<file path="src/rtl/mic_meter_pkg.sv">
// Shared constants, state encoding and level helpers for the microphone peak meter.
// Thresholds step by 205 so that 9 levels span roughly the full 11-bit magnitude range.
package mic_meter_pkg;

  localparam int MIC_MID    = 2048;
  localparam int MAG_MAX    = 2047;
  localparam int MAG_W      = 11;
  localparam int NUM_LEVELS = 9;

  localparam logic [MAG_W-1:0] T1 = 11'd205;
  localparam logic [MAG_W-1:0] T2 = 11'd410;
  localparam logic [MAG_W-1:0] T3 = 11'd615;
  localparam logic [MAG_W-1:0] T4 = 11'd820;
  localparam logic [MAG_W-1:0] T5 = 11'd1025;
  localparam logic [MAG_W-1:0] T6 = 11'd1230;
  localparam logic [MAG_W-1:0] T7 = 11'd1435;
  localparam logic [MAG_W-1:0] T8 = 11'd1640;
  localparam logic [MAG_W-1:0] T9 = 11'd1845;

  typedef enum logic {
    ACCUM   = 1'b0,
    PUBLISH = 1'b1
  } meter_state_e;

  // Number of thresholds at or below the peak, 0..9.
  function automatic logic [3:0] peak_to_level(input logic [MAG_W-1:0] pk);
    logic [MAG_W-1:0] thresh [NUM_LEVELS];
    logic [3:0]       n;
    thresh = '{T1, T2, T3, T4, T5, T6, T7, T8, T9};
    n = 4'd0;
    for (int k = 0; k < NUM_LEVELS; k++) begin
      if (pk >= thresh[k]) n = n + 4'd1;
    end
    return n;
  endfunction

  function automatic logic [NUM_LEVELS-1:0] level_to_bar(input logic [3:0] lvl);
    logic [NUM_LEVELS-1:0] bar;
    bar = '0;
    for (int k = 0; k < NUM_LEVELS; k++) begin
      bar[k] = (lvl > 4'(k));
    end
    return bar;
  endfunction

endpackage

</file>
<file path="src/rtl/mic_abs_magnitude.sv">
// Offset-removed magnitude of an unsigned mid-scale sample, saturated to 11 bits.
// Purely combinational so other audio blocks can drop it into their own pipelines.
module mic_abs_magnitude
  import mic_meter_pkg::*;
#(
  parameter int SAMPLE_W = 12
) (
  input  logic [SAMPLE_W-1:0] sample,
  output logic [MAG_W-1:0]    mag
);

  localparam logic [SAMPLE_W:0] MID_W = (SAMPLE_W+1)'(MIC_MID);
  localparam logic [SAMPLE_W:0] MAX_W = (SAMPLE_W+1)'(MAG_MAX);

  logic [SAMPLE_W:0] sample_x;
  logic [SAMPLE_W:0] diff;

  always_comb begin
    sample_x = {1'b0, sample};
    if (sample_x >= MID_W) diff = sample_x - MID_W;
    else                   diff = MID_W - sample_x;
    // Only the most negative sample can exceed the 11-bit range.
    if (diff > MAX_W) mag = MAG_W'(MAG_MAX);
    else              mag = diff[MAG_W-1:0];
  end

endmodule

</file>
<file path="src/rtl/mic_peak_meter.sv">
// Windowed peak meter: tracks the peak magnitude over WINDOW samples and publishes
// a decaying 0-9 loudness level, LED thermometer bar and the raw peak once per window.
//
// state   | meaning
// ACCUM   | accepting samples, folding magnitude into the running peak
// PUBLISH | one cycle: register peak/level/bar, pulse level_valid, restart window
module mic_peak_meter
  import mic_meter_pkg::*;
#(
  parameter int WINDOW   = 4000,
  parameter int SAMPLE_W = 12
) (
  input  logic                  clk,
  input  logic                  rst,
  input  logic                  sample_valid,
  input  logic [SAMPLE_W-1:0]   sample,
  output logic [3:0]            level,
  output logic [NUM_LEVELS-1:0] led_bar,
  output logic [MAG_W-1:0]      peak,
  output logic                  level_valid
);

  localparam int               CNT_W    = $clog2(WINDOW);
  localparam logic [CNT_W-1:0] CNT_LAST = CNT_W'(WINDOW - 1);

  meter_state_e     state, state_next;
  logic [CNT_W-1:0] cnt, cnt_next;
  logic [MAG_W-1:0] acc, acc_next;
  logic [MAG_W-1:0] mag;
  logic             publish;
  logic [3:0]       lvl_new, lvl_decay, lvl_next;

  mic_abs_magnitude #(.SAMPLE_W(SAMPLE_W)) u_mag (
    .sample (sample),
    .mag    (mag)
  );

  always_comb begin
    state_next = state;
    cnt_next   = cnt;
    acc_next   = acc;
    publish    = 1'b0;
    case (state)
      ACCUM: begin
        if (sample_valid) begin
          acc_next = (mag > acc) ? mag : acc;
          if (cnt == CNT_LAST) begin
            cnt_next   = '0;
            state_next = PUBLISH;
          end else begin
            cnt_next = cnt + 1'b1;
          end
        end
      end
      PUBLISH: begin
        publish    = 1'b1;
        state_next = ACCUM;
        // A strobe landing here opens the next window rather than being lost.
        acc_next   = sample_valid ? mag : '0;
        cnt_next   = sample_valid ? CNT_W'(1) : '0;
      end
      default: state_next = ACCUM;
    endcase
  end

  always_comb begin
    lvl_new   = peak_to_level(acc);
    lvl_decay = (level == 4'd0) ? 4'd0 : level - 4'd1;
    lvl_next  = (lvl_new > lvl_decay) ? lvl_new : lvl_decay;
  end

  always_ff @(posedge clk or posedge rst) begin
    if (rst) begin
      state       <= ACCUM;
      cnt         <= '0;
      acc         <= '0;
      level       <= 4'd0;
      led_bar     <= '0;
      peak        <= '0;
      level_valid <= 1'b0;
    end else begin
      state       <= state_next;
      cnt         <= cnt_next;
      acc         <= acc_next;
      level_valid <= publish;
      if (publish) begin
        peak    <= acc;
        level   <= lvl_next;
        led_bar <= level_to_bar(lvl_next);
      end
    end
  end

endmodule

</file>
<file path="config.mk">
export PLATFORM = sky130hd
export DESIGN_NAME = mic_peak_meter
export DESIGN_NICKNAME = d
export VERILOG_FILES = /design/src/rtl/mic_meter_pkg.sv /design/src/rtl/mic_abs_magnitude.sv /design/src/rtl/mic_peak_meter.sv
export SDC_FILE = /design/constraint.sdc
export NUM_CORES = 1
export LEC_CHECK = 0
export CORE_ASPECT_RATIO = 1.2
export CORE_MARGIN = 3
export CORE_UTILIZATION = 55
export CTS_CLUSTER_SIZE = 8
export DETAILED_ROUTE_END_ITERATION = 10
export PLACE_DENSITY = 0.78
export SETUP_SLACK_MARGIN = 0.3
export SKIP_LAST_GASP = 1
export SYNTH_ARGS = -nofsm -noshare
export SYNTH_HDL_FRONTEND = slang
export SYNTH_HIERARCHICAL = 1
export SYNTH_SLANG_ARGS = --single-unit
</file>
<file path="constraint.sdc">
create_clock -name clk -period 11.95 [get_ports clk]
set_input_delay 2.39 -clock clk [delete_from_list [all_inputs] [get_ports clk]]
set_output_delay 2.39 -clock clk [all_outputs]
set_load 0.02 [all_outputs]
</file>
==> report_table.html <==
<table>
<tr><th>Metric</th><th>Value</th></tr>
<tr><th colspan="2">Run status</th></tr>
<tr><td>Status</td><td>finished clean</td></tr>
<tr><th colspan="2">Min path</th></tr>
<tr><td>Min-delay src</td><td>led_bar[7]</td></tr>
<tr><td>Min-Delay Path Class</td><td>flip-flop to flip-flop</td></tr>
<tr><td>Hold-critical path depth</td><td>2</td></tr>
<tr><td>Worst Hold Endpoint</td><td>led_bar[7]</td></tr>
<tr><th colspan="2">Logic synthesis</th></tr>
<tr><td>Number of synthesized register bits</td><td>49</td></tr>
<tr><td>Count of warnings emitted by yosys</td><td>6</td></tr>
<tr><td>Compound-Gate Fraction of Synth Area</td><td>20.9%</td></tr>
<tr><td>Mux share of post-synthesis cell area</td><td>roughly 5.1%</td></tr>
<tr><td>Post-Synthesis Net Count</td><td>between 400 and 500</td></tr>
<tr><td>Post-Syn Instances</td><td>about 430</td></tr>
<tr><td>Mean post-synth cell area</td><td>roughly 9.0 µm²</td></tr>
<tr><td>Simple-Gate Fraction of Synth Area</td><td>22.0%</td></tr>
<tr><td>Count of cell types in the netlist</td><td>76</td></tr>
<tr><td>Number of flops mapped to enable cells by yosys</td><td>0</td></tr>
<tr><td>Dominant combinational cell family by area after synthesis</td><td>simple AND/OR/NAND/NOR gates</td></tr>
<tr><td>Share of flip-flops with an asynchronous set or reset after synthesis</td><td>between 90% and 100%</td></tr>
<tr><td>Cell area after technology mapping</td><td>3850 µm²</td></tr>
<tr><td>Commonest register cell after synthesis</td><td>sky130_fd_sc_hd__dfrtp_1</td></tr>
<tr><td>Sequential fraction of the synthesis area</td><td>31.8%</td></tr>
<tr><td>Xor/xnor share of the synthesized area</td><td>roughly 6.5%</td></tr>
<tr><td>Synth Area in Adders</td><td>~8.1%</td></tr>
<tr><th colspan="2">STA</th></tr>
<tr><td>Final setup violation count</td><td>0</td></tr>
<tr><td>Final period util</td><td>61.7%</td></tr>
<tr><td>Highest clock frequency the design can meet</td><td>approximately 0.14 GHz</td></tr>
<tr><td>Minimum period implied by the final worst setup slack</td><td>approximately 7400 ps</td></tr>
<tr><td>Setup repair after global routing missed its margin</td><td>no</td></tr>
<tr><td>Final TNS setup</td><td>0 ps</td></tr>
<tr><td>Slew at the pin with the worst max-slew slack</td><td>between 1000 and 1500 ps</td></tr>
<tr><td>Worst clock skew</td><td>9.88 ps</td></tr>
<tr><td>Slew headroom</td><td>between 30% and 40%</td></tr>
<tr><td>Final-report max-slew violation count</td><td>0</td></tr>
<tr><td>Hold Vio Cnt, Final</td><td>0</td></tr>
<tr><th colspan="2">Worst setup path</th></tr>
<tr><td>Crit start category</td><td>flip-flop</td></tr>
<tr><td>Req. time, crit path</td><td>12200 ps</td></tr>
<tr><td>Startpoint of the worst register-to-register path</td><td>acc[1]</td></tr>
<tr><td>Logic depth of the worst register-to-register path</td><td>31</td></tr>
<tr><td>Library cell appearing most often on the critical path</td><td>sky130_fd_sc_hd__ha_1</td></tr>
<tr><td>Slowest stage delay, CP</td><td>480 ps</td></tr>
<tr><td>Maximum net fanout on the critical path</td><td>9</td></tr>
<tr><td>Startpoint-to-endpoint class of the critical path</td><td>flip-flop to flip-flop</td></tr>
<tr><td>Setup slack, reg-to-reg</td><td>between 4000 and 5000 ps</td></tr>
<tr><td>Slowest stage cell on the critical path</td><td>sky130_fd_sc_hd__dfrtp_1</td></tr>
<tr><td>Crit path DAT</td><td>roughly 7600 ps</td></tr>
<tr><td>Endpoint of the worst-slack reg-to-reg timing path</td><td>led_bar[6]</td></tr>
<tr><td>Endpoint kind of the worst setup timing path</td><td>flip-flop</td></tr>
<tr><th colspan="2">Detailed routing</th></tr>
<tr><td>Vias per cell</td><td>roughly 6</td></tr>
<tr><td>Mean routed wirelength per cell</td><td>around 16 µm</td></tr>
<tr><td>First-iteration detailed-routing DRC count</td><td>about 120</td></tr>
<tr><td>Post-route DRC</td><td>0</td></tr>
<tr><td>Vias after detailed routing</td><td>around 3300</td></tr>
<tr><td>Overall routed net length</td><td>approximately 8700 µm</td></tr>
<tr><td>Drt pass-1 iters</td><td>4</td></tr>
<tr><td>Post-DRT Antenna Nets</td><td>0</td></tr>
<tr><th colspan="2">Cells and area</th></tr>
<tr><td>Number of nets in the layout</td><td>roughly 490</td></tr>
<tr><td>Area growth from synthesis to layout</td><td>13.6%</td></tr>
<tr><td>Share of cells above drive strength 1</td><td>a little under an eighth</td></tr>
<tr><td>Number of diodes</td><td>0</td></tr>
<tr><th colspan="2">GRT</th></tr>
<tr><td>Maximum number of pins on one net before global-route repair</td><td>50</td></tr>
<tr><td>Met3 usage</td><td>under 10%</td></tr>
<tr><td>GRT met1 Usage</td><td>29.1%</td></tr>
<tr><td>Peak-usage layer in the global routing report</td><td>met2</td></tr>
<tr><td>Met2 track demand over resource in global routing</td><td>38.5%</td></tr>
<tr><td>Via count of the first global-routing pass</td><td>between 3000 and 4000</td></tr>
<tr><td>Total overflow reported by the global router</td><td>0</td></tr>
<tr><td>Total global-route track usage</td><td>a little under a quarter</td></tr>
<tr><td>First-pass GRT wire length</td><td>about 15000 µm</td></tr>
<tr><td>Initial antenna violation count</td><td>0</td></tr>
<tr><th colspan="2">CTS</th></tr>
<tr><td>Clock root buffer</td><td>sky130_fd_sc_hd__clkbuf_8</td></tr>
<tr><td>Total number of clock tree sinks</td><td>49</td></tr>
<tr><td>Post-cts repair resize count</td><td>0</td></tr>
<tr><td>Clock transition at the register clock pins on the worst setup and hold paths after CTS</td><td>about 100 ps</td></tr>
<tr><td>Number of hold buffers added after CTS</td><td>0</td></tr>
<tr><td>Clock buffer count from CTS</td><td>5</td></tr>
<tr><td>Post-CTS setup buffers</td><td>0</td></tr>
<tr><td>Maximum number of buffers from clock root to sink</td><td>2</td></tr>
<tr><td>Depth of the CTS H-tree</td><td>2</td></tr>
<tr><td>Clock tree from TritonCTS</td><td>built</td></tr>
<tr><td>Worst-Skew Late Latency</td><td>310 ps</td></tr>
<tr><th colspan="2">Place</th></tr>
<tr><td>Weighted congestion reported at the end of routability-driven placement</td><td>about 0.98</td></tr>
<tr><td>Port Buffers</td><td>39</td></tr>
<tr><td>Hpwl dp</td><td>approximately 6700 µm</td></tr>
<tr><th colspan="2">Die</th></tr>
<tr><td>Ports placed on the boundary</td><td>40</td></tr>
<tr><td>Initial core utilization</td><td>around three fifths</td></tr>
<tr><td>Die outline height</td><td>97.7 µm</td></tr>
<tr><td>Number of placement rows</td><td>32</td></tr>
<tr><td>Width of the chip</td><td>82.4 µm</td></tr>
<tr><td>Placeable core region</td><td>6610 µm²</td></tr>
<tr><td>DIE AREA</td><td>between 8000 and 9000 µm²</td></tr>
<tr><th colspan="2">Flow run</th></tr>
<tr><td>Max-cap violation count</td><td>0</td></tr>
</table>
-- flip-flops by register name, indices dropped and copies added, names as in the netlist --
name         cells
state            1
level_valid      1
level            4
led_bar          9
cnt             12
peak            11
acc             11
-- cells in the final DEF, fill, tap and decap left out, drive strengths merged, types with 6 or more instances in the layout --
cell type / count
xor2: 13
a21oi: 27
clkdlybuf4s50: 39
nand2b: 7
nand4: 8
nor3: 6
nand2: 29
inv: 28
a31oi: 6
o211ai: 11
ha: 25
o21ai: 15
nor4: 6
xnor2: 11
a22o: 12
dfrtp: 49
mux2: 13
nor2b: 6
nand3: 10
o21a: 6
nor2: 47
-- kinds of logic (layout without fill, tap and decap cells) --
logic type,after synthesis,in the layout
simple gates,152,152
compound gates,109,109
flops,49,49
buf+inv,48,75
fa+ha+maj,25,25
xor+xnor,25,25
mux,18,18
-- through the flow --
step                util (%)  hold slack [ps]  setup slack (ps)  cells  cell area, µm²
global placement        64.2              479              4950    530            4240
CTS                     66.3              510              4590    538            4380
detailed placement      64.2              488              4630    530            4240
finish                  66.3              501              4580    538            4380
global route            66.3              534              3930    538            4380
floorplan                  -              445              5200    426            3850
-- per-layer routing --
| metal | routed length, µm | vias to the layer above |
|---|---|---|
| met4 | 244 | 0 |
| met3 | 287 | 23 |
| met5 | 0 | - |
| met2 | 4320 | 77 |
| li1 | - | 1606 |
| met1 | 3820 | 1567 |
-- cell usage after synthesis, drive strengths merged (8+ instances only) --
master	n	area [µm²]
a21oi	27	135
a22o	12	106
o211ai	11	87.6
buf	14	81.3
xnor2	11	104
o21ai	15	75.1
dfrtp	49	1230
inv	27	101
nand3	10	50.1
ha	25	313
nor2	47	186
nand2	29	109
mux2	13	146
nand4	8	50.1
xor2	13	121
-- worst max-delay path, delay by kind of cell, from the launching register on --
family / cells / cell delay, ps
AO/OA/AOI/OAI: 11 / 2030
XOR/XNOR: 2 / 570
adder cells (fa/ha/maj): 6 / 1930
buffers and inverters: 1 / 100
flip-flops: 1 / 480
multiplexers: 2 / 460
AND/OR/NAND/NOR: 9 / 1750
-- area by class of cell --
type                    count  area [µm²]
well taps                  85         106
fillers                   548        2230
clock buffers               5        68.8
inverters                  27         101
clock inverters             3        68.8
multi-input cells         329        2410
repair buffers             40         398
flip-flops and latches     49        1230
-- how the worst max path moves through the flow --
stage                      start         end  cells after the start
final                     acc[1]  led_bar[6]                     31
after floorplan           acc[1]  led_bar[6]                     33
after global routing      acc[1]  led_bar[4]                     31
after CTS                 acc[1]  led_bar[6]                     31
after detailed placement  acc[1]  led_bar[6]                     31
after global placement    acc[1]  led_bar[6]                     31
Power is not shown: default switching activity piles up to over one toggle a cycle in this logic, so the estimate is an artifact.
